## src/rtl/data_memory_arbiter_pkg.sv

```systemverilog
// Shared types for the data memory arbiter, kept next to the stage-2 opcode constants
// so the cpu_req decode can reuse the same opcode set.
package data_memory_arbiter_pkg;

   // Stage-2 opcodes that touch data memory.
   localparam logic [5:0] OP_LOAD_FROM_MEMORY = 6'h10;
   localparam logic [5:0] OP_STORE_TO_MEMORY  = 6'h11;
   localparam logic [5:0] OP_CALL             = 6'h20;
   localparam logic [5:0] OP_RETURN           = 6'h21;

   typedef enum logic {
      ARB_RUN,
      ARB_LOCKED
   } arb_state_e;

   typedef enum logic [1:0] {
      GRANT_NONE,
      GRANT_CPU,
      GRANT_EXT
   } grant_e;

   // True for opcodes that must raise cpu_req; bubbles and ALU ops never do.
   function automatic logic op_uses_memory(input logic [5:0] opcode);
      return (opcode == OP_LOAD_FROM_MEMORY) || (opcode == OP_STORE_TO_MEMORY) ||
             (opcode == OP_CALL) || (opcode == OP_RETURN);
   endfunction

endpackage

```

## src/rtl/data_memory_arbiter_if.sv

```systemverilog
// Bus bundle between the two requesters (CPU stage 2, EXT port), the arbiter and the data RAM.
// master = requesters plus RAM side, slave = the arbiter.
interface data_memory_arbiter_if #(
   parameter int ADDR_SIZE = 18,
   parameter int WORD_SIZE = 18
);
   logic                 cpu_req;
   logic [ADDR_SIZE-1:0] cpu_addr;
   logic                 cpu_we;
   logic [WORD_SIZE-1:0] cpu_wdata;
   logic                 cpu_stall;
   logic [WORD_SIZE-1:0] cpu_rdata;

   logic                 ext_valid;
   logic [ADDR_SIZE-1:0] ext_addr;
   logic                 ext_we;
   logic [WORD_SIZE-1:0] ext_wdata;
   logic                 ext_ready;
   logic                 ext_rvalid;
   logic [WORD_SIZE-1:0] ext_rdata;
   logic                 ext_lock_req;
   logic                 ext_lock_ack;

   logic [ADDR_SIZE-1:0] mem_addr;
   logic                 mem_we;
   logic [WORD_SIZE-1:0] mem_wdata;
   logic [WORD_SIZE-1:0] mem_rdata;

   modport master (
      output cpu_req, cpu_addr, cpu_we, cpu_wdata,
      input  cpu_stall, cpu_rdata,
      output ext_valid, ext_addr, ext_we, ext_wdata, ext_lock_req,
      input  ext_ready, ext_rvalid, ext_rdata, ext_lock_ack,
      input  mem_addr, mem_we, mem_wdata,
      output mem_rdata
   );

   modport slave (
      input  cpu_req, cpu_addr, cpu_we, cpu_wdata,
      output cpu_stall, cpu_rdata,
      input  ext_valid, ext_addr, ext_we, ext_wdata, ext_lock_req,
      output ext_ready, ext_rvalid, ext_rdata, ext_lock_ack,
      output mem_addr, mem_we, mem_wdata,
      input  mem_rdata
   );

endinterface

```

## src/rtl/arbiter_starve_counter.sv

```systemverilog
// Counts consecutive contended cycles the CPU has won; saturates at MAX_COUNT.
// Clear has priority over increment.
module arbiter_starve_counter #(
   parameter int MAX_COUNT = 4,
   parameter int CNT_W     = $clog2(MAX_COUNT + 1)
) (
   input  logic             clock,
   input  logic             reset_n,
   input  logic             clear,
   input  logic             incr,
   output logic [CNT_W-1:0] count
);

   // NOTE: state registers use non-blocking assignments and an async reset so every
   // flop in the block samples the same pre-edge values and resets without a clock.
   always_ff @(posedge clock or negedge reset_n) begin
      if (!reset_n) begin
         count <= '0;
      end else if (clear) begin
         count <= '0;
      end else if (incr && (count != CNT_W'(MAX_COUNT))) begin
         count <= count + CNT_W'(1);
      end
   end

endmodule

```

## src/rtl/data_memory_arbiter.sv

```systemverilog
// Data memory arbiter: shares the single-port data RAM between the CPU stage-2 port (priority)
// and an EXT port with starvation relief and an exclusive lock. Option: DATA_MEMORY_ARBITER_STATS_EN.
module data_memory_arbiter
   import data_memory_arbiter_pkg::*;
#(
   parameter int ADDR_SIZE     = 18,
   parameter int WORD_SIZE     = 18,
   parameter int MAX_CPU_BURST = 4
) (
   input  logic                 clock,
   input  logic                 reset_n,
   data_memory_arbiter_if.slave bus
`ifdef DATA_MEMORY_ARBITER_STATS_EN
   ,
   output logic [15:0]          stat_cpu_stalls,
   output logic [15:0]          stat_ext_grants
`endif
);

   localparam int CNT_W = $clog2(MAX_CPU_BURST + 1);

   arb_state_e           state_q;
   arb_state_e           state_d;
   grant_e               grant;
   logic [CNT_W-1:0]     starve_cnt;
   logic                 starve_clear;
   logic                 starve_incr;
   logic                 starve_at_max;
   logic                 ext_rvalid_q;
   logic                 cpu_stall;
   logic                 ext_ready;
   logic [ADDR_SIZE-1:0] win_addr;
   logic [WORD_SIZE-1:0] win_wdata;
   logic                 win_we;

   arbiter_starve_counter #(
      .MAX_COUNT (MAX_CPU_BURST),
      .CNT_W     (CNT_W)
   ) u_starve (
      .clock   (clock),
      .reset_n (reset_n),
      .clear   (starve_clear),
      .incr    (starve_incr),
      .count   (starve_cnt)
   );

   assign starve_at_max = (starve_cnt == CNT_W'(MAX_CPU_BURST));

   always_ff @(posedge clock or negedge reset_n) begin
      if (!reset_n) begin
         state_q      <= ARB_RUN;
         ext_rvalid_q <= 1'b0;
      end else begin
         state_q      <= state_d;
         ext_rvalid_q <= (grant == GRANT_EXT) && !bus.ext_we;
      end
   end

   // NOTE: every signal driven here gets a default first, so no path leaves one unassigned
   // and no latch is inferred.
   always_comb begin
      grant        = GRANT_NONE;
      starve_clear = 1'b0;
      starve_incr  = 1'b0;
      state_d      = bus.ext_lock_req ? ARB_LOCKED : ARB_RUN;
      case (state_q)
         ARB_RUN: begin
            if (bus.cpu_req && bus.ext_valid) begin
               if (starve_at_max) begin
                  grant        = GRANT_EXT;
                  starve_clear = 1'b1;
               end else begin
                  grant        = GRANT_CPU;
                  starve_incr  = 1'b1;
               end
            end else if (bus.cpu_req) begin
               grant = GRANT_CPU;
            end else if (bus.ext_valid) begin
               grant        = GRANT_EXT;
               starve_clear = 1'b1;
            end
         end
         ARB_LOCKED: begin
            starve_clear = 1'b1;
            if (bus.ext_valid) grant = GRANT_EXT;
         end
         default: grant = GRANT_NONE;
      endcase
      // The count is zero from the edge the lock is taken, so LOCKED never sees a stale burst.
      if (bus.ext_lock_req) starve_clear = 1'b1;
   end

   // Winner drives the RAM; with no winner the CPU address leaks through harmlessly.
   always_comb begin
      win_addr  = bus.cpu_addr;
      win_wdata = bus.cpu_wdata;
      win_we    = 1'b0;
      case (grant)
         GRANT_CPU: win_we = bus.cpu_we;
         GRANT_EXT: begin
            win_addr  = bus.ext_addr;
            win_wdata = bus.ext_wdata;
            win_we    = bus.ext_we;
         end
         default: win_we = 1'b0;
      endcase
   end

   // Handshake outputs are held inactive while reset is asserted, independent of the clock.
   assign cpu_stall = reset_n && bus.cpu_req && (grant != GRANT_CPU);
   assign ext_ready = reset_n && (grant == GRANT_EXT);

   assign bus.mem_addr     = win_addr;
   assign bus.mem_wdata    = win_wdata;
   assign bus.mem_we       = reset_n && win_we;
   assign bus.cpu_stall    = cpu_stall;
   assign bus.ext_ready    = ext_ready;
   assign bus.cpu_rdata    = bus.mem_rdata;
   assign bus.ext_rdata    = bus.mem_rdata;
   assign bus.ext_rvalid   = ext_rvalid_q;
   assign bus.ext_lock_ack = (state_q == ARB_LOCKED);

`ifdef DATA_MEMORY_ARBITER_STATS_EN
   always_ff @(posedge clock or negedge reset_n) begin
      if (!reset_n) begin
         stat_cpu_stalls <= '0;
         stat_ext_grants <= '0;
      end else begin
         if (cpu_stall && (stat_cpu_stalls != 16'hFFFF)) stat_cpu_stalls <= stat_cpu_stalls + 16'd1;
         if (ext_ready && (stat_ext_grants != 16'hFFFF)) stat_ext_grants <= stat_ext_grants + 16'd1;
      end
   end
`endif

endmodule

```

## src/flat_wrapper.sv

```systemverilog
// flat-port wrapper written by rule: the top's interface ports become plain ports
module data_memory_arbiter_flat import data_memory_arbiter_pkg::*;
#(
   parameter int ADDR_SIZE     = 18,
   parameter int WORD_SIZE     = 18,
   parameter int MAX_CPU_BURST = 4
)
  (clock, reset_n, bus_cpu_req, bus_cpu_addr, bus_cpu_we, bus_cpu_wdata, bus_cpu_stall, bus_cpu_rdata, bus_ext_valid, bus_ext_addr, bus_ext_we, bus_ext_wdata, bus_ext_lock_req, bus_ext_ready, bus_ext_rvalid, bus_ext_rdata, bus_ext_lock_ack, bus_mem_addr, bus_mem_we, bus_mem_wdata, bus_mem_rdata);
  data_memory_arbiter_if #(.ADDR_SIZE(ADDR_SIZE), .WORD_SIZE(WORD_SIZE)) bus_i ();
  input  logic clock;
  input  logic reset_n;
  input wire logic [$bits(bus_i.cpu_req)-1:0] bus_cpu_req;
  input wire logic [$bits(bus_i.cpu_addr)-1:0] bus_cpu_addr;
  input wire logic [$bits(bus_i.cpu_we)-1:0] bus_cpu_we;
  input wire logic [$bits(bus_i.cpu_wdata)-1:0] bus_cpu_wdata;
  output wire logic [$bits(bus_i.cpu_stall)-1:0] bus_cpu_stall;
  output wire logic [$bits(bus_i.cpu_rdata)-1:0] bus_cpu_rdata;
  input wire logic [$bits(bus_i.ext_valid)-1:0] bus_ext_valid;
  input wire logic [$bits(bus_i.ext_addr)-1:0] bus_ext_addr;
  input wire logic [$bits(bus_i.ext_we)-1:0] bus_ext_we;
  input wire logic [$bits(bus_i.ext_wdata)-1:0] bus_ext_wdata;
  input wire logic [$bits(bus_i.ext_lock_req)-1:0] bus_ext_lock_req;
  output wire logic [$bits(bus_i.ext_ready)-1:0] bus_ext_ready;
  output wire logic [$bits(bus_i.ext_rvalid)-1:0] bus_ext_rvalid;
  output wire logic [$bits(bus_i.ext_rdata)-1:0] bus_ext_rdata;
  output wire logic [$bits(bus_i.ext_lock_ack)-1:0] bus_ext_lock_ack;
  output wire logic [$bits(bus_i.mem_addr)-1:0] bus_mem_addr;
  output wire logic [$bits(bus_i.mem_we)-1:0] bus_mem_we;
  output wire logic [$bits(bus_i.mem_wdata)-1:0] bus_mem_wdata;
  input wire logic [$bits(bus_i.mem_rdata)-1:0] bus_mem_rdata;
  assign bus_i.cpu_req = bus_cpu_req;
  assign bus_i.cpu_addr = bus_cpu_addr;
  assign bus_i.cpu_we = bus_cpu_we;
  assign bus_i.cpu_wdata = bus_cpu_wdata;
  assign bus_cpu_stall = bus_i.cpu_stall;
  assign bus_cpu_rdata = bus_i.cpu_rdata;
  assign bus_i.ext_valid = bus_ext_valid;
  assign bus_i.ext_addr = bus_ext_addr;
  assign bus_i.ext_we = bus_ext_we;
  assign bus_i.ext_wdata = bus_ext_wdata;
  assign bus_i.ext_lock_req = bus_ext_lock_req;
  assign bus_ext_ready = bus_i.ext_ready;
  assign bus_ext_rvalid = bus_i.ext_rvalid;
  assign bus_ext_rdata = bus_i.ext_rdata;
  assign bus_ext_lock_ack = bus_i.ext_lock_ack;
  assign bus_mem_addr = bus_i.mem_addr;
  assign bus_mem_we = bus_i.mem_we;
  assign bus_mem_wdata = bus_i.mem_wdata;
  assign bus_i.mem_rdata = bus_mem_rdata;
  data_memory_arbiter #(.ADDR_SIZE(ADDR_SIZE), .WORD_SIZE(WORD_SIZE), .MAX_CPU_BURST(MAX_CPU_BURST)) u_core (.clock(clock), .reset_n(reset_n), .bus(bus_i));
endmodule
```

## config.mk

```make
export PLATFORM = sky130hd
export DESIGN_NAME = data_memory_arbiter_flat
export DESIGN_NICKNAME = d
export VERILOG_FILES = /design/src/rtl/data_memory_arbiter_pkg.sv /design/src/rtl/data_memory_arbiter_if.sv /design/src/rtl/arbiter_starve_counter.sv /design/src/rtl/data_memory_arbiter.sv /design/src/flat_wrapper.sv
export SDC_FILE = /design/constraint.sdc
export NUM_CORES = 1
export LEC_CHECK = 0
export CELL_PAD_IN_SITES_DETAIL_PLACEMENT = 0
export CELL_PAD_IN_SITES_GLOBAL_PLACEMENT = 1
export CORE_MARGIN = 2
export CORE_UTILIZATION = 13
export DETAILED_ROUTE_END_ITERATION = 10
export PLACE_DENSITY = 0.92
export SLEW_MARGIN = 20
export SYNTH_ARGS = -nofsm -noshare
export SYNTH_HDL_FRONTEND = slang
export SYNTH_SLANG_ARGS = --single-unit
```

## constraint.sdc

```tcl
create_clock -name clock -period 2.75 [get_ports clock]
set_input_delay 0.55 -clock clock [delete_from_list [all_inputs] [get_ports clock]]
set_output_delay 0.55 -clock clock [all_outputs]
set_load 0.05 [all_outputs]
```

==> impl_metrics.tcl, run 1 <==
set metrics [dict create \
    status "finished clean" \
    fin_util_pct 33.3 \
    synth.avg_cell_area_sq_um 9.24 \
    finalSetupViolations 0 \
    timing.rr.end "u_core.bus.ext_rvalid" \
    die_y_um 94.4 \
    power.density_nw_per_um2 313 \
    period_share_pct 97.5 \
    antenna_left 0 \
    routedWlPerCell_um 13.7 \
    r2r-start "u_core.u_starve.count[0]" \
    ys_ff_latch 5 \
    ctsHoldBuffers 0 \
    vias_per_cell 3.75 \
    syn_nets 217 \
    syn_inst 115 \
    die_w_um 94.4 \
    num_io_pins 174 \
    cts_tree "built" \
    power_leakage_nw 1.10 \
    dieArea_sq_um 8910 \
    drv_slew 0 \
    max-slew-margin-rel_pct 66.0 \
    antenna_found_initial 0 \
    clk_pin_slew_worst_paths_ps 40 \
    post-place-ws_ps -213 \
    criticalPathCategory "in -> out" \
    cts.sinks 5 \
    cp_max_fo 8 \
    r2r_slack_ps 1120 \
    final_layout_size_suffix_gt1_share_pct 50.7 \
    routed-via-count 1190 \
    regArea_sq_um 125 \
    port_buffers 119 \
    worst_pin_slew_ps 508 \
    cap_violations 0 \
    finalClockSkew_ps 5.05 \
    fin_crit_ps 2680 \
    internal-power_w 0.000488 \
    seqPwrFrac_pct 9.5 \
    core_area_sq_um 7810 \
    drt-pass1-iter-count 4 \
    p_switching_w 0.000327 \
    multi_input_area_sq_um 764 \
    clock_path_buffers 2 \
    drc 0 \
    wl_um 4360 \
    netlist_area_sq_um 1060 \
    gp_congestion 0.809 \
    nets 318 \
    grt_pass1_wl_um 6120 \
    netSwitchingFraction_pct 40.1 \
    ir_drop_v 0.000320 \
    numCtsBuffers 3 \
    fin_hold_ws_ps 579 \
    rsz0062_at_grt "yes" \
    clk_latency_ps 230 \
    worstPathArrival_ps 2130 \
    syn2layout_area_growth_pct 145 \
    grt_max_degree 9 \
    rows 32 \
    setup-tns-final_ps 0 \
    n_fill_cell 771 \
    cp.required_ps 2200 \
    start_kind "input pin" \
    drt-initial-drc-count 23 \
    hpwl_um 3080 \
    setup_ws_ps 70.1 \
    max_freq_ghz 0.373 \
    ys_types 21 \
    overflow 0 \
    grt_usage_pct 8.80 \
    r2r_cells 9 \
    yosys_warnings 0 \
    grt_pass1_vias 1239 \
    seq_area_frac_synth_pct 11.8 \
    antennaDiodeCount 0 \
    p_clk_share_pct 17.2 \
    hold_violations 0 \
    ctsHtreeMaxLevel 1 \
    comb_power_share_pct 73.4 \
    start_util_pct 13.6 \
    min_path_type "in -> async" \
    clockRootBuffer "clkbuf_8" \
    end_kind "output port" \
]
worst max-delay path by stage:
stage | end | slack (ps) | startpoint
6_report | bus_mem_wdata[10] | 70 | bus_ext_valid
5_1_grt | bus_mem_wdata[10] | -20 | u_core.u_starve.count[0]
4_1_cts | bus_mem_wdata[4] | -30 | bus_ext_valid
3_5_place_dp | bus_mem_wdata[17] | -210 | bus_cpu_req
3_3_place_gp | bus_mem_wdata[17] | -180 | bus_cpu_req
2_1_floorplan | bus_mem_addr[0] | 60 | u_core.bus.ext_lock_ack
power groups by stage:
stage | clock [W] | combinational (W) | sequential [W]
floorplan | 0 | 0.000404 | 0.0000832
global placement | 0 | 0.000482 | 0.0000781
detailed placement | 0 | 0.000485 | 0.0000781
CTS | 0.000142 | 0.000577 | 0.0000773
global route | 0.000148 | 0.000622 | 0.0000776
finish | 0.000140 | 0.000598 | 0.0000773
per-layer routing:
| layer | GRT usage, % | share of wire (%) |
|---|---|---|
| met2 | 15.7 | 51 |
| met3 | 2.79 | 11 |
| met5 | 0 | 0 |
| met1 | 10.1 | 38 |
| met4 | 2.29 | 0.80 |
registers in the layout (all words and copies together), names as in the netlist:
signal	flops
u_core.bus.ext_lock_ack	1
u_core.bus.ext_rvalid	1
u_core.u_starve.count	3
worst max-delay path, stage by stage:
cell,delay [ps]
dlygate4sd2_1,240
and3b_2,220
nand2_2,70
and2_4,150
ha_4,160
buf_6,110
buf_12,120
mux2_2,350
buf_6,160
area by class of cell:
type | count | area share, %
clock buffer | 4 | 1.73
multi-input combinational | 68 | 29.4
sequential | 5 | 4.81
tap | 102 | 4.90
timing repair buffer | 136 | 58.9
inverter | 2 | 0.288
kinds of logic after synthesis:
| kind of cell | after synthesis | synth area share (%) |
|---|---|---|
| AO/OA/AOI/OAI | 8 | 4.83 |
| adder cells (fa/ha/maj) | 5 | 5.89 |
| buffers and inverters | 42 | 28.0 |
| flip-flops | 5 | 11.8 |
| multiplexers | 36 | 38.2 |
| AND/OR/NAND/NOR | 19 | 11.3 |
cell usage after synthesis (all sizes together):
cell / instances / area share [%]
nor2: 1 / 0.35
nor2b: 1 / 0.59
buf: 40 / 27
mux2: 36 / 38
ha: 5 / 5.9
a21oi: 3 / 1.4
and3b: 2 / 1.9
a21bo: 1 / 0.94
a211o: 1 / 0.82
dfrtp: 5 / 12
a22oi: 1 / 0.71
and2: 3 / 1.8
nor3b: 1 / 0.71
nand2: 5 / 1.8
nand3: 2 / 0.94
nor3: 1 / 0.94
inv: 2 / 0.71
and4b: 1 / 0.94
nand3b: 2 / 1.4
o21ai: 2 / 0.94
cells in the final DEF (no fill, tap or decap), types with 3 or more instances in the layout:
cell	count
a21oi_1	3
buf_12	4
buf_4	11
buf_6	21
buf_8	17
clkbuf_8	3
clkdlybuf4s50_1	78
dfrtp_1	5
ha_4	3
mux2_2	18
mux2_4	18
nand2_1	3
per-stage QoR:
| stage | cells | total power, W | cell area [sq um] |
|---|---|---|---|
| final | 317 | 0.000815 | 2600 |
| after global routing | 317 | 0.000848 | 2600 |
| after CTS | 317 | 0.000796 | 2510 |
| after detailed placement | 303 | 0.000563 | 2100 |
| after global placement | 303 | 0.000560 | 2100 |
| after floorplan | 115 | 0.000487 | 1070 |
what timing repair did:
item                                    in CTS  in global routing
cloned                                       3                  0
endpoints found under the setup margin      37                 23
endpoints found under the hold margin        0                  0
resized for setup                           62                 29
setup buffers                                7                  2
pin swaps                                    6                  4
Note: power is estimated with default switching activity, not from simulation.
==> inputs of run 2 (changes only) <==
--- a/config.mk
+++ b/config.mk
@@ -9,6 +9,7 @@
 export CELL_PAD_IN_SITES_GLOBAL_PLACEMENT = 1
 export CORE_MARGIN = 2
 export CORE_UTILIZATION = 13
+export CTS_CLUSTER_SIZE = 12
 export DETAILED_ROUTE_END_ITERATION = 10
 export PLACE_DENSITY = 0.92
 export SLEW_MARGIN = 20
==> results of run 2 <==
Same layout as run 1: the final DEF is identical, and so are final timing and power.
